**config.mk**
```make
export PLATFORM = sky130hd
export DESIGN_NAME = keystroke_controller
export DESIGN_NICKNAME = d
export VERILOG_FILES = /design/src/rtl/keystroke_controller.sv
export SDC_FILE = /design/constraint.sdc
export NUM_CORES = 1
export LEC_CHECK = 0
export BUFFER_PORTS_ARGS = -buffer_cell sky130_fd_sc_hd__buf_4
export CORE_ASPECT_RATIO = 1.1
export CORE_UTILIZATION = 50
export CTS_CLUSTER_SIZE = 30
export DETAILED_ROUTE_END_ITERATION = 10
export GPL_ROUTABILITY_DRIVEN = 0
export GPL_TIMING_DRIVEN = 0
export PLACE_DENSITY = 0.83
export RECOVER_POWER = 25
export SLEW_MARGIN = 10
export SYNTH_ARGS = -nofsm -noshare
export SYNTH_HDL_FRONTEND = slang
export SYNTH_SLANG_ARGS = --single-unit
```
**constraint.sdc**
```tcl
create_clock -name clk_in -period 6.1 [get_ports clk_in]
set_input_delay 0.61 -clock clk_in [delete_from_list [all_inputs] [get_ports clk_in]]
set_output_delay 0.61 -clock clk_in [all_outputs]
set_load 0.01 [all_outputs]
```
**src/rtl/keystroke_controller.sv**
```systemverilog
// PS/2 scan-byte sequencer: strips break/extended prefixes, looks up each make code
// through the external translator and turns the result into cell writes, cursor moves or scrolls.
module keystroke_controller #(
    parameter int unsigned COLS   = 40,
    parameter int unsigned ROWS   = 30,
    parameter int unsigned ADDR_W = 11,
    parameter int unsigned ROW_W  = 5
) (
    input  logic              clk_in,
    input  logic              rst_n_in,
    input  logic              scan_valid_in,
    input  logic [7:0]        scan_byte_in,
    output logic [7:0]        keypress_out,
    input  logic [15:0]       char_in,
    output logic              wr_valid_out,
    input  logic              wr_ready_in,
    output logic [ADDR_W-1:0] wr_addr_out,
    output logic [15:0]       wr_data_out,
    output logic [ADDR_W-1:0] cursor_out,
    output logic [ROW_W-1:0]  view_row_out,
    output logic              busy_out,
    output logic [7:0]        drop_count_out
);

    localparam int unsigned       CELLS    = COLS * ROWS;
    localparam logic [ADDR_W-1:0] LastCell = ADDR_W'(CELLS - 1);
    localparam logic [ROW_W-1:0]  LastRow  = ROW_W'(ROWS - 1);

    typedef enum logic [1:0] {StIdle, StLookup, StWrite} state_e;

    state_e            state_q, state_d;
    logic              brk_q, brk_d;
    logic              ext_q, ext_d;
    logic [7:0]        key_q, key_d;
    logic              wr_valid_q, wr_valid_d;
    logic [ADDR_W-1:0] wr_addr_q, wr_addr_d;
    logic [15:0]       wr_data_q, wr_data_d;
    logic              is_bs_q, is_bs_d;
    logic [ADDR_W-1:0] cursor_q, cursor_d;
    logic [ROW_W-1:0]  view_q, view_d;
    logic              busy_q, busy_d;
    logic [7:0]        drop_q, drop_d;

    logic [31:0]       cur_row;
    logic [ADDR_W-1:0] next_row_start;

    // Enter from the last row wraps back to cell 0.
    always_comb begin
        cur_row = 32'(cursor_q) / COLS;
        if (cur_row + 32'd1 >= ROWS) begin
            next_row_start = '0;
        end else begin
            next_row_start = ADDR_W'((cur_row + 32'd1) * COLS);
        end
    end

    always_comb begin
        state_d    = state_q;
        brk_d      = brk_q;
        ext_d      = ext_q;
        key_d      = key_q;
        wr_valid_d = wr_valid_q;
        wr_addr_d  = wr_addr_q;
        wr_data_d  = wr_data_q;
        is_bs_d    = is_bs_q;
        cursor_d   = cursor_q;
        view_d     = view_q;
        drop_d     = drop_q;

        if (scan_valid_in && state_q != StIdle && drop_q != 8'hFF) begin
            drop_d = drop_q + 8'd1;
        end

        unique case (state_q)
            StIdle: begin
                if (scan_valid_in) begin
                    if (scan_byte_in == 8'hF0) begin
                        brk_d = 1'b1;
                    end else if (scan_byte_in == 8'hE0) begin
                        ext_d = 1'b1;
                    end else if (brk_q || ext_q) begin
                        brk_d = 1'b0;
                        ext_d = 1'b0;
                    end else begin
                        key_d   = scan_byte_in;
                        state_d = StLookup;
                    end
                end
            end
            StLookup: begin
                state_d = StIdle;
                if (char_in == 16'd27) begin
                    if (cursor_q != '0) begin
                        wr_addr_d  = cursor_q - 1'b1;
                        wr_data_d  = '0;
                        is_bs_d    = 1'b1;
                        wr_valid_d = 1'b1;
                        state_d    = StWrite;
                    end
                end else if (char_in == 16'd48) begin
                    cursor_d = next_row_start;
                end else if (char_in == 16'd49) begin
                    if (view_q != '0) view_d = view_q - 1'b1;
                end else if (char_in == 16'd50) begin
                    if (view_q != LastRow) view_d = view_q + 1'b1;
                end else if ((char_in >= 16'd1 && char_in <= 16'd47) ||
                             (char_in == 16'd0 && key_q == 8'h29)) begin
                    wr_addr_d  = cursor_q;
                    wr_data_d  = char_in;
                    is_bs_d    = 1'b0;
                    wr_valid_d = 1'b1;
                    state_d    = StWrite;
                end
            end
            StWrite: begin
                if (wr_ready_in) begin
                    wr_valid_d = 1'b0;
                    state_d    = StIdle;
                    if (is_bs_q) begin
                        cursor_d = cursor_q - 1'b1;
                    end else if (cursor_q == LastCell) begin
                        cursor_d = '0;
                    end else begin
                        cursor_d = cursor_q + 1'b1;
                    end
                end
            end
            default: state_d = StIdle;
        endcase

        busy_d = (state_d != StIdle);
    end

    always_ff @(posedge clk_in or negedge rst_n_in) begin
        if (!rst_n_in) begin
            state_q    <= StIdle;
            brk_q      <= 1'b0;
            ext_q      <= 1'b0;
            key_q      <= '0;
            wr_valid_q <= 1'b0;
            wr_addr_q  <= '0;
            wr_data_q  <= '0;
            is_bs_q    <= 1'b0;
            cursor_q   <= '0;
            view_q     <= '0;
            busy_q     <= 1'b0;
            drop_q     <= '0;
        end else begin
            state_q    <= state_d;
            brk_q      <= brk_d;
            ext_q      <= ext_d;
            key_q      <= key_d;
            wr_valid_q <= wr_valid_d;
            wr_addr_q  <= wr_addr_d;
            wr_data_q  <= wr_data_d;
            is_bs_q    <= is_bs_d;
            cursor_q   <= cursor_d;
            view_q     <= view_d;
            busy_q     <= busy_d;
            drop_q     <= drop_d;
        end
    end

    assign keypress_out   = key_q;
    assign wr_valid_out   = wr_valid_q;
    assign wr_addr_out    = wr_addr_q;
    assign wr_data_out    = wr_data_q;
    assign cursor_out     = cursor_q;
    assign view_row_out   = view_q;
    assign busy_out       = busy_q;
    assign drop_count_out = drop_q;

endmodule

```
# Word-level counts from Yosys, hierarchy flattened
# Index checks and enable logic that the tools add are counted.
[word_totals]
input_bits = 28
wordCells = 131
output_inout_bits = 61
ff_bits = 66
[classes]
mux = 52
eq_ne = 26
mul = 1
reduce_logical = 25
bitwise = 5
add_sub_neg = 6
order_cmp = 3
n_div = 1
[op_table]
columns = ["op", "count"]
rows = [
  ["$mux W11", 12],
  ["$mux W16", 6],
  ["$eq A16 B6 Y1 const B", 3],
  ["$add A32 B1 Y32 const B", 1],
  ["$div A11 B6 Y32 const B", 1],
  ["$ge A32 B5 Y1 const B", 1],
  ["$mul A32 B3 Y8 const B", 1],
  ["$mux W2", 11],
  ["$pmux W11 S2", 1],
  ["$mux W5", 4],
  ["$eq A16 B5 Y1 const B", 1],
  ["$eq A8 B8 Y1 const B", 2],
  ["$ge A16 B1 Y1 const B", 1],
  ["$le A16 B6 Y1 const B", 1],
  ["$logic_not A16 Y1", 1],
  ["$mux W1", 16],
  ["$reduce_bool A2 Y1", 8],
  ["$ne A3 B3 Y1 const B", 5],
  ["$ne A2 B2 Y1 const B", 7],
  ["$reduce_and A4 Y1", 3],
  ["$reduce_and A6 Y1", 2],
  ["$add A11 B1 Y11 const B", 1],
  ["$eq A11 B11 Y1 const B", 1],
  ["$reduce_bool A11 Y1", 1],
  ["other kinds (19)", 28],
]

# Logic depth before layout (Yosys ltp)
# Gate-level depths: netlist of run 1.
[depth]
depth_word = 10
mapped_depth = 27
ltp_nobuf = 25

# Least setup slack after synthesis of run 1
# Ideal clock, no wire load.
[synth_timing]
path_type = "reg-to-reg"
from = "reg cursor_q[8] (netlist: cursor_out[8])"
to = "reg cursor_q[10] (netlist: cursor_out[10])"
arrival_ns = 5.494
path_stages_with_launch = 27
setup_time_ns = 0.127
slack_ns = 0.479
required_ns = 5.973
cell_sequence = "dfrtp_1 -> nor2_2 -> inv_1 -> ha_1 -> buf_2 -> or3b_1 -> o311a_1 -> a221o_1 -> a31oi_2 -> a221o_2 -> a2bb2oi_1 -> or2_1 -> nand3b_2 -> nand2_1 -> o32ai_1 -> o31a_1 -> inv_2 -> ha_1 -> nand3_1 -> xnor2_1 -> ha_1 -> fa_1 -> a21o_1 -> a21oi_1 -> xnor2_1 -> a31oi_1 -> o22ai_1"
[synth_via]
elab_chain_cells = 7
[synth_lines]
columns = ["element", "line_no", "rtl"]
rows = [
  ["start, declared", "39", "logic [ADDR_W-1:0] cursor_q, cursor_d;"],
  ["start signal, assigned", "157", "cursor_q <= cursor_d;"],
  ["$div A11 B6 Y32", "49", "cur_row = 32'(cursor_q) / COLS;"],
  ["$add A32 B1 Y32", "50, 53", ""],
  ["$mul A32 B3 Y8 / $ge A32 B5 Y1 (equally long branches)", "53, 50", ""],
  ["$mux W11", "50", "if (cur_row + 32'd1 >= ROWS) begin"],
  ["$mux W11", "100", "end else if (char_in == 16'd48) begin"],
  ["$mux W11", "92", "if (char_in == 16'd27) begin"],
  ["$pmux W11 S2 *", "74", "unique case (state_q)"],
]
# Every way passes the cells marked *; elsewhere a longest branch is shown, timed or not. The select of a mux whose other input is x is not followed.
# A chain may end at the register's enable or synchronous reset.

# Worst setup path after layout of run 1
[layout_timing]
from = "reg cursor_q[9] (netlist: cursor_out[9])"
to = "reg cursor_q[10] (netlist: cursor_out[10])"
# The elaborated chain is that of the path after synthesis.

==> results.sh, run 1 <==
export IMPL_dp_cells=793
export IMPL_startpoint_type="flip-flop"
export IMPL_crit_arrival_ns=6.04
export IMPL_start_util=0.526
export IMPL_setup_tns_ns=0
export IMPL_clock_latency_ns=0.35
export IMPL_violations="max-capacitance violations, max-slew violations"
export IMPL_drt_total_wl_um=14100
export IMPL_met3WireLength_um=1080
export IMPL_n_fill_cell=769
export IMPL_die_x_um=97.5
export IMPL_crit_type="reg -> reg"
export IMPL_synth_edf_count=0
export IMPL_core_um2=9540
export IMPL_hold_class="in -> reg"
export IMPL_synthFlopType="dfrtp_1"
export IMPL_ctsLongestPathBuffers=2
export IMPL_synth_seq_cells=66
export IMPL_netlist_area_um2=5020
export IMPL_dp_slack_ns=-0.379
export IMPL_async_reset_ff_frac=1.00
export IMPL_drv_cap=1
export IMPL_peakVddDrop_uv=217
export IMPL_cts_sinks=66
export IMPL_vias_per_cell=6.19
export IMPL_io_buffer_count=88
export IMPL_critPathRequiredTime_ns=6.35
export IMPL_fin_ws_ns=0.310
export IMPL_finalHoldViolations=0
export IMPL_grt_pass1_wl_um=22000
export IMPL_period_share=0.949
export IMPL_cts_root_buf="clkbuf_8"
export IMPL_slew_violations=67
export IMPL_cts_tree="built"
export IMPL_cp_max_fo=6
export IMPL_crit_slowest_cell="a221o_2"
export IMPL_outcome="complete, but fails checks"
export IMPL_wl_met2_um=7090
export IMPL_antenna_found_initial=0
export IMPL_numCtsBuffers=9
export IMPL_whs_ns=0.465
export IMPL_grt_max_degree=67
export IMPL_dieArea_um2=10400
export IMPL_fin_cells=822
export IMPL_grt_use_total=0.261
export IMPL_crit_path_frequent_cell="ha_1"
export IMPL_synth_seq_area_share=0.329
export IMPL_htree_num_levels=3
export IMPL_overflow=0
export IMPL_highest_layer="met4"
export IMPL_drcViolationCount=0
export IMPL_rows=37
export IMPL_max_freq_ghz=0.173
export IMPL_setup_viol=0
export IMPL_nets=749
export IMPL_clkTransAtPathRegs_ns=0.07
export IMPL_routedWlPerCell_um=17.2
export IMPL_synthCells=588
export IMPL_first_iter_violations=427
export IMPL_num_vias=5092
export IMPL_rsz0062_at_grt="no"
export IMPL_num_io_pins=89
export IMPL_utilization=0.659
export IMPL_p_leak_nw=2.83
export IMPL_ys_types=95
export IMPL_hpwlAfterDp_um=10200
export IMPL_avgSynthCellArea_um2=8.53
export IMPL_dr_pass1_iters=6
export IMPL_powerDensity_nw_per_um2=177
export IMPL_area_growth_pct=25.2
export IMPL_multi_input_area_um2=3310
export IMPL_antenna_cells=0
export IMPL_drive_gt1_frac=0.274
export IMPL_slew_headroom=-1.29
export IMPL_die_h_um=107
export IMPL_max_stage_delay_ns=0.45
export IMPL_worstSetupEndpointType="flip-flop"
export IMPL_synth_fp_nets=637
export IMPL_tightest_slew_ns=3.44
export IMPL_clock_skew_ns=0.00796
export IMPL_fin_crit_ns=5.79
export IMPL_grt_pass1_vias=4773
export IMPL_yosysWarningCount=0
export IMPL_met1_length_um=5510
export IMPL_drtAntennaViolNets=0
export IMPL_seq_area_um2=1650
[report_power, final]
group	total, mW	internal (mW)	switching (mW)
sequential	0.522	0.479	0.0429
clock	0.344	0.170	0.174
combinational	0.244	0.124	0.120
[worst max-delay path: cells and delay by family (launching register included)]
family          cells  cell delay [ns]
fa+ha+maj           5             1.28
xor+xnor            2             0.30
buf+inv             5             0.58
compound gates     11             2.21
simple gates        5             0.88
flops               1             0.43
[state kept, by name, indices dropped and copies added, names as in the netlist]
name	cells
brk_q	1
busy_out	1
cursor_out	11
drop_count_out	8
ext_q	1
is_bs_q	1
keypress_out	8
state_q	2
view_row_out	5
wr_addr_out	11
wr_data_out	16
wr_valid_out	1
[logic make-up after synthesis]
| group | count (synthesis) | synth area share |
|---|---|---|
| multiplexers | 15 | 0.0334 |
| flip-flops | 66 | 0.329 |
| buffers and inverters | 54 | 0.0459 |
| adder cells (fa/ha/maj) | 23 | 0.0596 |
| AO/OA/AOI/OAI | 155 | 0.223 |
| XOR/XNOR | 37 | 0.0661 |
| AND/OR/NAND/NOR | 238 | 0.243 |
[area by class of cell]
class	instances	area share
flip-flops and latches	66	0.263
clock buffers	11	0.0241
well taps	117	0.0233
inverters	19	0.0114
clock inverters	5	0.00578
multi-input cells	468	0.526
plain buffers	35	0.0257
repair buffers	101	0.120
[cell usage after synthesis, types with 4 or more instances]
cell / count / share of area
a21oi_1: 43 / 0.043
nand3_1: 21 / 0.021
clkbuf_1: 18 / 0.013
a211oi_1: 5 / 0.0075
nand4_1: 11 / 0.014
o21ai_0: 22 / 0.022
inv_1: 15 / 0.011
o21ai_1: 7 / 0.0070
nand2b_1: 11 / 0.014
nor4_1: 9 / 0.011
xor2_1: 13 / 0.023
dfrtp_1: 66 / 0.33
nor2_1: 48 / 0.036
o22ai_1: 5 / 0.0062
a31oi_1: 6 / 0.0075
mux2i_1: 4 / 0.0080
nand2_1: 66 / 0.049
and2_1: 6 / 0.0075
nor2b_1: 19 / 0.024
xnor2_1: 23 / 0.040
mux2_2: 10 / 0.022
o21a_1: 7 / 0.010
buf_2: 10 / 0.010
nor3_1: 17 / 0.017
buf_1: 4 / 0.0030
or3_1: 4 / 0.0050
ha_1: 19 / 0.047
a21o_1: 7 / 0.010
[path summary, 6_finish.rpt]
| check | startpoint | end | slack, ns | depth (start not counted) |
|---|---|---|---|---|
| setup / recovery | cursor_out[9]$_DFFE_PN0P_ | cursor_out[10]$_DFFE_PN0P_ | 0.31 | 28 |
| hold / removal | scan_byte_in[6] | keypress_out[6]$_DFFE_PN0P_ | 0.46 | 3 |
| setup reg to reg | cursor_out[9]$_DFFE_PN0P_ | cursor_out[10]$_DFFE_PN0P_ | 0.31 | 28 |
| hold reg to reg | ext_q$_DFFE_PN0P_ | ext_q$_DFFE_PN0P_ | 0.50 | 1 |
| max in group asynchronous | rst_n_in | cursor_out[9]$_DFFE_PN0P_ | 2.47 | 1 |
| min in group asynchronous | rst_n_in | view_row_out[4]$_DFFE_PN0P_ | 1.41 | 1 |
[what timing repair did]
item / in CTS / in global routing
hold buffers: 0 / 0
setup buffers: 1 / 12
resized for setup: 5 / 25
pin swaps: 1 / 10
setup endpoints to repair: 3 / 3
[through the flow]
step | power, mW | instance area [um2]
4_1_cts | 1.11 | 6040
2_1_floorplan | 0.643 | 5020
6_report | 1.11 | 6280
3_3_place_gp | 0.750 | 5820
5_1_grt | 1.17 | 6280
3_5_place_dp | 0.761 | 5820
[layout by cell type, fill, tap and decap left out, types with 4 or more instances in the layout]
cell type,n
nand3_1,20
mux2_2,10
clkbuf_8,11
o21ai_0,22
nor4_1,8
clkbuf_1,19
nor2_1,48
nor3_1,16
o22ai_1,4
a21oi_2,4
nand2_1,65
buf_4,102
xor2_1,13
ha_1,17
a21o_1,7
o21ai_1,7
dfrtp_1,64
nand2b_1,10
nor2b_1,18
a31oi_1,6
o21a_1,7
buf_1,4
inv_1,15
a21oi_1,40
or3_1,4
nand4_1,11
a211oi_1,5
and2_1,6
buf_2,9
xnor2_1,21
[routing by layer]
metal	global-route usage	vias up
li1	-	2358
met1	0.312	2424
met2	0.438	260
met3	0.0606	50
met4	0.138	0
met5	0	-
Note: power is estimated with default switching activity, not from simulation.
==> inputs of run 2 (changes only) <==
==> constraint.sdc (replaced) <==
create_clock -name clk_in -period 6 [get_ports clk_in]
set_input_delay 0.6 -clock clk_in [delete_from_list [all_inputs] [get_ports clk_in]]
set_output_delay 0.6 -clock clk_in [all_outputs]
set_load 0.01 [all_outputs]
==> run 2 against run 1 <==
The flow still finishes with violations (max-capacitance violations, max-slew violations). Register-to-register slack worse by 0.099 ns. Highest routed layer unchanged. Cell area up 0.14%. Sequential share of layout area about the same. Clock power up 2%. Cell count unchanged. Die area unchanged. Via count up 1.3%.
==> results.sh, run 2 (same netlist as run 1, synthesis figures left out) <==
export IMPL_worstSetupEndpointType="flip-flop"
export IMPL_dr_pass1_iters=5
export IMPL_ctsLongestPathBuffers=2
export IMPL_setup_tns_ns=0
export IMPL_highest_layer="met4"
export IMPL_area_growth_pct=25.4
export IMPL_io_buffer_count=88
export IMPL_fin_ws_ns=0.211
export IMPL_num_io_pins=89
export IMPL_wl_met2_um=6910
export IMPL_outcome="complete, but fails checks"
export IMPL_clock_latency_ns=0.35
export IMPL_largest_reg_flops=16
export IMPL_num_vias=5159
export IMPL_antenna_cells=0
export IMPL_dp_cells=793
export IMPL_dp_slack_ns=-0.479
export IMPL_drv_cap=1
export IMPL_fin_cells=822
export IMPL_cts_sinks=66
export IMPL_mostFrequentLayoutCell="buf_4"
export IMPL_vias_per_cell=6.28
export IMPL_grt_use_total=0.265
export IMPL_multi_input_area_um2=3320
export IMPL_p_leak_nw=2.82
export IMPL_cts_tree="built"
export IMPL_drcViolationCount=0
export IMPL_tightest_slew_ns=3.43
export IMPL_slew_headroom=-1.28
export IMPL_met3WireLength_um=1110
export IMPL_grt_pass1_vias=4822
export IMPL_critPathRequiredTime_ns=6.26
export IMPL_violations="max-capacitance violations, max-slew violations"
export IMPL_nets=749
export IMPL_layout_common_cells="buf_4, nand2_1, dfrtp_1"
export IMPL_cp_max_fo=6
export IMPL_n_fill_cell=768
export IMPL_start_util=0.526
export IMPL_first_iter_violations=397
export IMPL_drt_total_wl_um=14200
export IMPL_drive_gt1_frac=0.274
export IMPL_startpoint_type="flip-flop"
export IMPL_overflow=0
export IMPL_dieArea_um2=10400
export IMPL_crit_arrival_ns=6.04
export IMPL_max_freq_ghz=0.173
export IMPL_die_x_um=97.5
export IMPL_peakVddDrop_uv=221
export IMPL_powerDensity_nw_per_um2=180
export IMPL_setup_viol=0
export IMPL_core_um2=9540
export IMPL_grt_pass1_wl_um=22300
export IMPL_period_share=0.965
export IMPL_htree_num_levels=3
export IMPL_clkTransAtPathRegs_ns=0.07
export IMPL_fin_crit_ns=5.79
export IMPL_slew_violations=67
export IMPL_p_total_mw=1.13
export IMPL_drtAntennaViolNets=0
export IMPL_grt_max_degree=67
export IMPL_seq_area_um2=1650
export IMPL_crit_type="reg -> reg"
export IMPL_die_h_um=107
export IMPL_cts_root_buf="clkbuf_8"
export IMPL_cts_hold_repair_buffers=0
export IMPL_rows=37
export IMPL_met1_length_um=5580
export IMPL_numCtsBuffers=9
export IMPL_routedWlPerCell_um=17.3
export IMPL_clock_skew_ns=0.00774
export IMPL_antenna_found_initial=0
export IMPL_hpwlAfterDp_um=10200
export IMPL_hold_class="in -> reg"
export IMPL_finalHoldViolations=0
==> run 2: stage by stage <==
| step | hold WS (ns) | util | cell area (um2) |
|---|---|---|---|
| floorplan | 0.304 | - | 5020 |
| global placement | 0.465 | 0.611 | 5820 |
| detailed placement | 0.486 | 0.611 | 5820 |
| CTS | 0.368 | 0.642 | 6120 |
| global route | 0.445 | 0.660 | 6290 |
| finish | 0.450 | 0.660 | 6290 |
==> run 2: critical path, stage by stage (launching register included) <==
cell and delay (ns):
dfrtp_2 0.42, nor2_4 0.13, inv_1 0.08, ha_1 0.30, nand2b_1 0.22, o21a_4 0.25
or2_1 0.24, buf_6 0.14, a211o_1 0.32, a221o_2 0.41, buf_4 0.16, a21oi_1 0.15
o311ai_0 0.14, nor2_1 0.20, nand4_4 0.16, a21oi_1 0.16, o31a_1 0.22, inv_2 0.09
ha_4 0.19, xnor2_4 0.16, ha_1 0.20, ha_1 0.23, fa_2 0.37, a21o_1 0.21
a21oi_2 0.14, xnor2_1 0.13, a31oi_1 0.11, o22ai_1 0.18
==> run 2: what timing repair did <==
action	in CTS	in global routing
hold endpoints to repair	0	0
gates resized for setup	15	17
setup buffers	5	8
setup endpoints to repair	4	2
pin swaps	5	8
==> run 2: final cells by class <==
class / instances / share of cell area
plain buffers: 35 / 0.0257
clock buffers: 11 / 0.0241
repair buffers: 101 / 0.120
clock inverters: 5 / 0.00577
inverters: 19 / 0.0113
multi-input cells: 468 / 0.527
well taps: 117 / 0.0233
flip-flops and latches: 66 / 0.263
==> run 2: worst paths after layout <==
| kind | startpoint | endpoint | slack [ns] | depth (start not counted) |
|---|---|---|---|---|
| min in group asynchronous | rst_n_in | view_row_out[4]$_DFFE_PN0P_ | 1.38 | 1 |
| max reg2reg | cursor_out[9]$_DFFE_PN0P_ | cursor_out[10]$_DFFE_PN0P_ | 0.21 | 27 |
| min reg2reg | ext_q$_DFFE_PN0P_ | ext_q$_DFFE_PN0P_ | 0.50 | 1 |
| max | cursor_out[9]$_DFFE_PN0P_ | cursor_out[10]$_DFFE_PN0P_ | 0.21 | 27 |
| min | scan_byte_in[6] | keypress_out[6]$_DFFE_PN0P_ | 0.45 | 3 |
| max in group asynchronous | rst_n_in | cursor_out[9]$_DFFE_PN0P_ | 2.40 | 1 |
==> run 2: power by group <==
part	leakage (nW)	internal [mW]	switching, mW
Combinational	1.87	0.125	0.122
Clock	0.0880	0.173	0.179
Sequential	0.869	0.487	0.0438
==> run 2: routing by layer <==
metal,track usage,up-vias
met5,0,-
met4,0.147,0
met3,0.0593,70
met2,0.438,289
met1,0.319,2445
li1,-,2355
